--- src/rtl/shift_pkg.sv ---
// -----------------------------------------------------------------------------
// shift_pkg
//   Shared types and constants for the shift issue stage and its operand
//   transform.
//
//   DATA_W      operand width fed to the right-shift cascade (32)
//   SHAMT_W     shift amount width; one enable bit per cascade stage (5)
//   REQ_TAG_W   tag width held in shift_req_t; the issue stage TAG_W
//               parameter is expected to equal this
//   shift_op_t  ALU shift encodings (SLL/SRL/SRA/RSVD)
//   skid_state_t occupancy of the two-entry skid buffer
//   shift_req_t one transformed request as stored in main/skid registers
// -----------------------------------------------------------------------------
package shift_pkg;

  localparam int DATA_W    = 32;
  localparam int SHAMT_W   = 5;
  localparam int REQ_TAG_W = 4;

  typedef enum logic [1:0] {
    SLL  = 2'b00,
    SRL  = 2'b01,
    SRA  = 2'b10,
    RSVD = 2'b11
  } shift_op_t;

  typedef enum logic [1:0] {
    EMPTY = 2'b00,
    ONE   = 2'b01,
    FULL  = 2'b10
  } skid_state_t;

  typedef struct packed {
    logic [DATA_W-1:0]    sh_in;
    logic [SHAMT_W-1:0]   sh_en;
    logic                 sh_fill;
    logic                 sh_rev;
    logic [REQ_TAG_W-1:0] tag;
  } shift_req_t;

endpackage

--- src/rtl/shift_operand_xform.sv ---
// -----------------------------------------------------------------------------
// shift_operand_xform
//   Purely combinational mapping of an ALU shift request onto the inputs of a
//   right-only shift cascade. A left shift is performed as a right shift of
//   the bit-reversed operand; the result is reversed back downstream, which
//   is signalled by sh_rev.
//
//   Ports:
//     a        in   DATA_W   operand
//     shamt    in   SHAMT_W  shift amount
//     op       in   2        shift_op_t encoding
//     sh_in    out  DATA_W   operand for the first cascade stage
//     sh_en    out  SHAMT_W  per-stage enables (equal to shamt)
//     sh_fill  out  1        bit shifted in at the top of every stage
//     sh_rev   out  1        result needs bit reversal (SLL)
//
//   The reserved encoding is mapped like SRL; the issue stage decides whether
//   such a request is enqueued at all.
// -----------------------------------------------------------------------------
module shift_operand_xform
  import shift_pkg::*;
(
  input  logic [DATA_W-1:0]  a,
  input  logic [SHAMT_W-1:0] shamt,
  input  logic [1:0]         op,
  output logic [DATA_W-1:0]  sh_in,
  output logic [SHAMT_W-1:0] sh_en,
  output logic               sh_fill,
  output logic               sh_rev
);

  shift_op_t         op_e;
  logic [DATA_W-1:0] a_rev;

  assign op_e = shift_op_t'(op);

  always_comb begin
    a_rev = '0;
    for (int i = 0; i < DATA_W; i++) begin
      a_rev[i] = a[DATA_W-1-i];
    end
  end

  always_comb begin
    sh_in   = a;
    sh_en   = shamt;
    sh_fill = 1'b0;
    sh_rev  = 1'b0;
    case (op_e)
      SLL: begin
        sh_in  = a_rev;
        sh_rev = 1'b1;
      end
      SRA: begin
        sh_fill = a[DATA_W-1];
      end
      default: begin
        // SRL and RSVD: operand passes unchanged with zero fill.
      end
    endcase
  end

endmodule

--- src/rtl/shift_issue_stage.sv ---
// -----------------------------------------------------------------------------
// shift_issue_stage
//   Registered issue stage in front of the 1/2/4/8/16 right-shift cascade.
//   Requests arrive over valid/ready, are transformed on capture into
//   right-shift form, and are held in a two-entry skid buffer (main + skid)
//   so the cascade can stall without loss. Ordering is strictly FIFO.
//
//   Handshake rule (both sides): a transfer happens at a rising clk edge
//   where valid && ready are both high; valid never depends on ready, and
//   in_ready is decoded from the state register alone, so there is no
//   combinational path from out_ready to in_ready.
//
//   Parameters:
//     TAG_W   opaque tag width (must equal shift_pkg::REQ_TAG_W)
//     DATA_W  operand width, fixed at 32
//
//   Ports:
//     clk, rst        clock, synchronous active-high reset
//     in_valid/ready  request handshake
//     in_a, in_shamt, in_op, in_tag   request payload
//     out_valid/ready cascade-side handshake
//     sh_in, sh_en, sh_fill, sh_rev, out_tag   presented request
//     dbg_state       current skid_state_t encoding for observation
//     err_illegal_op  sticky reserved-op flag (only with the macro below)
//
//   Build option: define SHIFT_ISSUE_ILLEGAL_OP_EN to drop in_op = 11
//   requests on accept and raise err_illegal_op. Without it, in_op = 11 is
//   handled as SRL and enqueued normally.
// -----------------------------------------------------------------------------
module shift_issue_stage
  import shift_pkg::*;
#(
  parameter int TAG_W  = 4,
  parameter int DATA_W = 32
) (
  input  logic             clk,
  input  logic             rst,
  input  logic             in_valid,
  output logic             in_ready,
  input  logic [DATA_W-1:0] in_a,
  input  logic [4:0]       in_shamt,
  input  logic [1:0]       in_op,
  input  logic [TAG_W-1:0] in_tag,
  output logic             out_valid,
  input  logic             out_ready,
  output logic [DATA_W-1:0] sh_in,
  output logic [4:0]       sh_en,
  output logic             sh_fill,
  output logic             sh_rev,
  output logic [TAG_W-1:0] out_tag,
`ifdef SHIFT_ISSUE_ILLEGAL_OP_EN
  output logic             err_illegal_op,
`endif
  output logic [1:0]       dbg_state
);

  skid_state_t state_q, state_d;
  shift_req_t  main_q, main_d;
  shift_req_t  skid_q, skid_d;
  shift_req_t  in_req;

  logic                 accept;
  logic                 enq;
  logic [DATA_W-1:0]    x_sh_in;
  logic [SHAMT_W-1:0]   x_sh_en;
  logic                 x_sh_fill;
  logic                 x_sh_rev;

  // Occupancy-only decode keeps both handshake outputs purely registered.
  assign in_ready  = (state_q != FULL);
  assign out_valid = (state_q != EMPTY);
  assign accept    = in_valid && in_ready;

`ifdef SHIFT_ISSUE_ILLEGAL_OP_EN
  logic err_q;
  // A reserved-op request completes its handshake but never occupies a slot.
  assign enq = accept && (in_op != RSVD);
`else
  assign enq = accept;
`endif

  shift_operand_xform u_xform (
    .a       (in_a),
    .shamt   (in_shamt),
    .op      (in_op),
    .sh_in   (x_sh_in),
    .sh_en   (x_sh_en),
    .sh_fill (x_sh_fill),
    .sh_rev  (x_sh_rev)
  );

  always_comb begin
    in_req         = '0;
    in_req.sh_in   = x_sh_in;
    in_req.sh_en   = x_sh_en;
    in_req.sh_fill = x_sh_fill;
    in_req.sh_rev  = x_sh_rev;
    in_req.tag     = REQ_TAG_W'(in_tag);
  end

  // Next-state and register-load decisions. The main register always holds
  // the oldest request; the skid register only fills when a new request
  // arrives while the main entry is stalled.
  always_comb begin
    state_d = state_q;
    main_d  = main_q;
    skid_d  = skid_q;
    case (state_q)
      EMPTY: begin
        if (enq) begin
          state_d = ONE;
          main_d  = in_req;
        end
      end
      ONE: begin
        if (enq && out_ready) begin
          main_d = in_req;
        end else if (enq) begin
          state_d = FULL;
          skid_d  = in_req;
        end else if (out_ready) begin
          state_d = EMPTY;
        end
      end
      FULL: begin
        if (out_ready) begin
          state_d = ONE;
          main_d  = skid_q;
        end
      end
      default: begin
        state_d = EMPTY;
      end
    endcase
  end

  always_ff @(posedge clk) begin
    if (rst) begin
      state_q <= EMPTY;
      main_q  <= '0;
      skid_q  <= '0;
    end else begin
      state_q <= state_d;
      main_q  <= main_d;
      skid_q  <= skid_d;
    end
  end

`ifdef SHIFT_ISSUE_ILLEGAL_OP_EN
  always_ff @(posedge clk) begin
    if (rst) begin
      err_q <= 1'b0;
    end else if (accept && (in_op == RSVD)) begin
      err_q <= 1'b1;
    end
  end

  assign err_illegal_op = err_q;
`endif

  assign sh_in     = main_q.sh_in;
  assign sh_en     = main_q.sh_en;
  assign sh_fill   = main_q.sh_fill;
  assign sh_rev    = main_q.sh_rev;
  assign out_tag   = TAG_W'(main_q.tag);
  assign dbg_state = state_q;

endmodule

--- config.mk ---
export PLATFORM = sky130hd
export DESIGN_NAME = shift_issue_stage
export DESIGN_NICKNAME = d
export VERILOG_FILES = /design/src/rtl/shift_pkg.sv /design/src/rtl/shift_operand_xform.sv /design/src/rtl/shift_issue_stage.sv
export SDC_FILE = /design/constraint.sdc
export NUM_CORES = 1
export LEC_CHECK = 0
export ABC_AREA = 1
export BUFFER_PORTS_ARGS = -buffer_cell sky130_fd_sc_hd__buf_2
export CORE_MARGIN = 8
export CORE_UTILIZATION = 49
export CTS_CLUSTER_SIZE = 40
export DETAILED_ROUTE_END_ITERATION = 10
export PLACE_DENSITY = 0.76
export SYNTH_ARGS = -nofsm -noshare
export SYNTH_HDL_FRONTEND = slang
export SYNTH_SLANG_ARGS = --single-unit
export TNS_END_PERCENT = 1
--- constraint.sdc ---
create_clock -name clk -period 1.3 [get_ports clk]
set_input_delay 0.195 -clock clk [delete_from_list [all_inputs] [get_ports clk]]
set_output_delay 0.195 -clock clk [all_outputs]
set_load 0.02 [all_outputs]
* Yosys cells after proc, flatten, opt, wreduce, memory -nomap -nowiden
Cells that the tools add are included.
** Cells by class
- Bitwise logic cells :: 1
- Reduce and logical (&&, ||, !) cells :: 9
- Equality and inequality tests :: 9
- Muxes and demuxes :: 13
** Operators with widths (count)
- 2-to-1 mux 43 bit :: 3
- one-hot mux 43 bit (3 select lines) :: 1
- 2-to-1 mux 32 bit :: 1
- 2-to-1 mux 2 bit :: 5
- != test 2 bit, second input constant :: 5
- AND reduction 4 bit :: 2
- one-hot mux 2 bit (3 select lines) :: 1
- == test 2 bit, second input constant :: 2
- logical NOT 2 bit :: 2
- != test 3 bit, second input constant :: 1
- AND reduction 3 bit :: 1
- nonzero test 3 bit :: 1
- == test 2 x 1 -> 1 bit, second input constant :: 1
- logical AND 1 bit :: 2
- 2-to-1 mux 1 bit :: 2
- nonzero test 2 bit :: 1
- NOT 1 bit :: 1
** Storage, ports and cells
- Bits of input ports :: 47
- Output and inout bits :: 47
- Logic and storage cells :: 43
- Flip-flop bits (word level) :: 88

* Longest topological paths before layout
- Word-level depth :: 5
- Depth in mapped cells :: 8
- Mapped depth without buffers :: 8

* Hierarchy
Synthesis repeated with hierarchy kept, for this count alone.
** Second synthesis, totals
- Cell total of the unflattened synthesis :: 730
- Area, all modules :: 4375.4 µm²
** Modules (own cells, without submodules)
- shift_issue_stage :: area an instance 3852.4 µm², cells each 617, times used 1, seq. area each 1761.7 µm²
- shift_operand_xform :: area an instance 523.0 µm², cells each 113, times used 1, seq. area each 0.0 µm²

* Least setup slack after synthesis
OpenSTA, ideal clock, no wires.
- Path kind :: reg2reg
- From :: reg state_q[0], in the netlist dbg_state[0]
- To :: reg main_q, in the netlist sh_rev
- Data required time :: 1.187 ns
- Cell stages (with the launch flop) :: 9
- Clock period less this slack :: 1.413 ns
- Library setup time :: 0.113 ns
- Buffers on the path :: 3
- Path slack :: -0.113 ns
- Arrival :: 1.300 ns
- Cell sequence :: dfxtp_1 > buf_4 > inv_1 > nand3_1 > nand3_2 > buf_6 > buf_4 > nor2_1 > nor2_1
** On the way
- Cells in the longest elaborated chain, start to end :: 5
- Elaborated cells on any way between the ends :: 12
- Those cells by class :: eq/ne (6); mux (1); reduce/logical (5)
** Ends and longest elaborated chain
- from (decl) :: RTL line shift_issue_stage.sv:57 : skid_state_t state_q, state_d;
- from (signal assigned) :: RTL line shift_issue_stage.sv:143 : state_q <= state_d;
- != test 2 bit :: RTL line shift_issue_stage.sv:70 : assign in_ready = (state_q != FULL);
- logical AND 1 bit :: RTL line shift_issue_stage.sv:72 : assign accept = in_valid && in_ready;
- logical AND 1 bit :: RTL line shift_issue_stage.sv:116 : if (enq && out_ready) begin
- != test 2 bit (no source line)
- AND reduction 4 bit (no source line)
- to (signal assigned) :: RTL line shift_issue_stage.sv:144 : main_q <= main_d;
- to (decl) :: RTL line shift_issue_stage.sv:58 : shift_req_t main_q, main_d;
Several ways; a longest one is shown, not always the timed one.
A chain may end at the register's enable or synchronous reset.

* Final worst setup path
- From :: reg state_q[1], in the netlist dbg_state[1]
- To :: reg main_q, in the netlist sh_in[13]
Same word-level chain as after synthesis.

==> out/qor.txt <==
Die Area - 12200 um2
Most frequent cell after synthesis - nand2_1
Crit Path Class - flip-flop to flip-flop
PortBufs - 93
Global Route met3 Usage - 5.47%
Most frequent cells after synthesis - nand2_1, nor2_1, dfxtp_1, inv_1, nand3_1
Setup slack after layout - -0.150 ns
Routability cong. - 0.787
Clk Latency, worst-skew pair - 0.37 ns
DR DRC count - 0
Largest net degree at the start of global routing - 34
Clock Path Buffers - 2
Max-capacitance violation count - 0
Flip-flop and latch count after synthesis - 88
Core Rows - 34
Die Wd - 111 um
Non-Filler Instances - 931
Reg2reg start - dbg_state[1]$_SDFFE_PP0P_
Slew @ Worst Pin - 0.427 ns
DR iter-0 viols - 318
Crit-path max FO - 14
Clock Sinks - 88
Post-synth EDFFs - 0
Placed cells - 902
Final Hold Viols - 0
Met1 usage in global routing - 22.0%
CTS Buf Count - 9
Vias in the first global route - 4568
Antenna violations before repair - 0
Mean area per synthesized cell - 6.07 um2
Critical path launch point type - flip-flop
CP Data Arrival Time - 1.72 ns
Max VDD drop - 664 uV
CTS tree - built
Antenna viol nets, final - 0
Failing checks - setup timing
Fmax - 690 MHz
Grt total ovfl - 0
Leakage - 2.92 nW
PD cells - 1270 nW/um2
RSZ-0062 raised after global routing - true
Most Crowded Layer GR - met2
HP Start - in_tag[2]
Outcome - finished, violations left
Reg clk slew, reported paths - 0.09 ns
Grt met2 use - 34.7%
Yosys warnings - 0
Register area share after synthesis - 40.2%
Synth Instances - 722
Post-route minimum period - 1.45 ns
Post-Syn Area - 4380 um2
Root buf cell - clkbuf_8
Nets - 865
IO Pins - 94
Fill cells - 783
Critical path endpoint category - flip-flop
Setup Skew - 0.00969 ns
CP required - 1.57 ns
Core Box Area - 8720 um2
Critical path startpoint - dbg_state[1]$_SDFFE_PP0P_
Final WL - 12.9 mm
Synth top area cells - dfxtp_1, nand2_1, nor2_1, nand3_1, inv_1
Top cell type's share of synthesized area - 40.2%
Vias post-DR - 4694
Post-Syn Nets - 769
Post-DP HPWL - 8.39 mm
First-pass GRT wire length - 20.6 mm
Dominant cell type by area after synthesis - dfxtp_1
Drt via density - 5.04
Primary FF master, synth - dfxtp_1
Async set-reset flop share out of synthesis - 0%
Cell variety after synth - 18
Post-route setup TNS - -5.13 ns
H-tree levels - 3
Slew Viols, Final - 0
Relative slew margins - 71.5%
WL per Instance - 13.9 um
Fin crit share - 112%
# hold bufs at CTS - 0
Hold Path Class - primary input to flip-flop
Area growth syn-to-layout - 28.0%
Antenna fix cells - 0
Die Y - 111 um
DR pass1 iterations - 5
Gr usage total - 19.7%
Share of post-route cells with drive strength above 1 - 21.3%
Final setup vio count - 47
Starting Density - 50.3%
==> cell usage in the layout, fill, tap and decap left out, drive strengths merged, types with 2 or more instances in the layout <==
cell,Yosys,layout
bufinv,0,3
inv,85,84
nand3,67,67
buf,26,123
clkinv,0,2
clkbuf,16,15
nand2,280,280
nor2,110,110
o21ai,14,14
nand4,2,2
a21oi,33,33
dfxtp,88,88
==> per-stage QoR <==
step | hold slack (ns) | setup slack (ns) | cell area [um2] | util (%) | power (mW)
global placement | 0.433 | 0.0218 | 5050 | 57.9 | 4.54
global route | 0.107 | -0.198 | 5610 | 64.4 | 7.47
floorplan | 0.360 | 0.0179 | 4390 | - | 4.08
detailed placement | 0.453 | -0.0257 | 5050 | 57.9 | 4.58
CTS | 0.0909 | -0.117 | 5370 | 61.6 | 6.95
finish | 0.0922 | -0.150 | 5610 | 64.4 | 7.11
==> cells by family (layout without fill, tap and decap cells) <==
| kind of cell | after synthesis | in the layout | synth area share [%] |
|---|---|---|---|
| compound gates | 48 | 48 | 5.51 |
| buf+inv | 127 | 228 | 12.3 |
| flops | 88 | 88 | 40.2 |
| simple gates | 459 | 459 | 42.0 |
==> worst max-delay path, cell delays in order, from the launching register on <==
cell,delay [ns]
dfxtp_2,0.38
inv_4,0.07
nor2_8,0.11
buf_6,0.14
nand2_4,0.07
nand3_4,0.07
buf_12,0.17
clkbuf_16,0.18
nand2_1,0.06
nand2_1,0.06
nor2_1,0.04
==> sequential cells by signal, indices dropped and copies added, names as in the netlist <==
register   count
sh_en          5
sh_in         32
dbg_state      2
out_tag        4
sh_fill        1
skid_q        43
sh_rev         1
==> per-layer routing <==
metal | vias to the layer above | wire length (um) | share of wire, %
met5 | - | 0 | 0
met2 | 166 | 6380 | 49
met3 | 20 | 858 | 6.6
met1 | 2142 | 5420 | 42
li1 | 2366 | - | -
met4 | 0 | 263 | 2.0
==> worst paths after layout <==
check,slack (ns),depth (start not counted),to
setup / recovery,-0.15,10,sh_in[13]$_SDFFE_PP0P_
hold / removal,0.09,3,skid_q[2]$_SDFFE_PP0P_
setup reg to reg,-0.15,10,sh_in[13]$_SDFFE_PP0P_
hold reg to reg,0.47,2,skid_q[37]$_SDFFE_PP0P_
==> power by group <==
part / internal (mW) / total [mW] / switching [mW]
clock network: 1.38 / 2.37 / 0.996
registers: 2.91 / 3.03 / 0.117
logic: 0.664 / 1.71 / 1.05
==> area by class of cell <==
class,instances,area (um2),share of cell area [%]
inverter,85,327,5.82
tap,108,135,2.41
clock inverter,5,103,1.83
timing repair buffer,127,955,17.0
clock buffer,11,151,2.70
sequential,88,1770,31.5
multi-input combinational,507,2180,38.8
==> what timing repair did <==
item | CTS | global route
gates cloned | 0 | 5
resized for setup | 10 | 33
setup buffers | 4 | 4
endpoints found under the setup margin | 41 | 88
pin swaps | 1 | 3
Note: power is estimated with default switching activity, not from simulation.
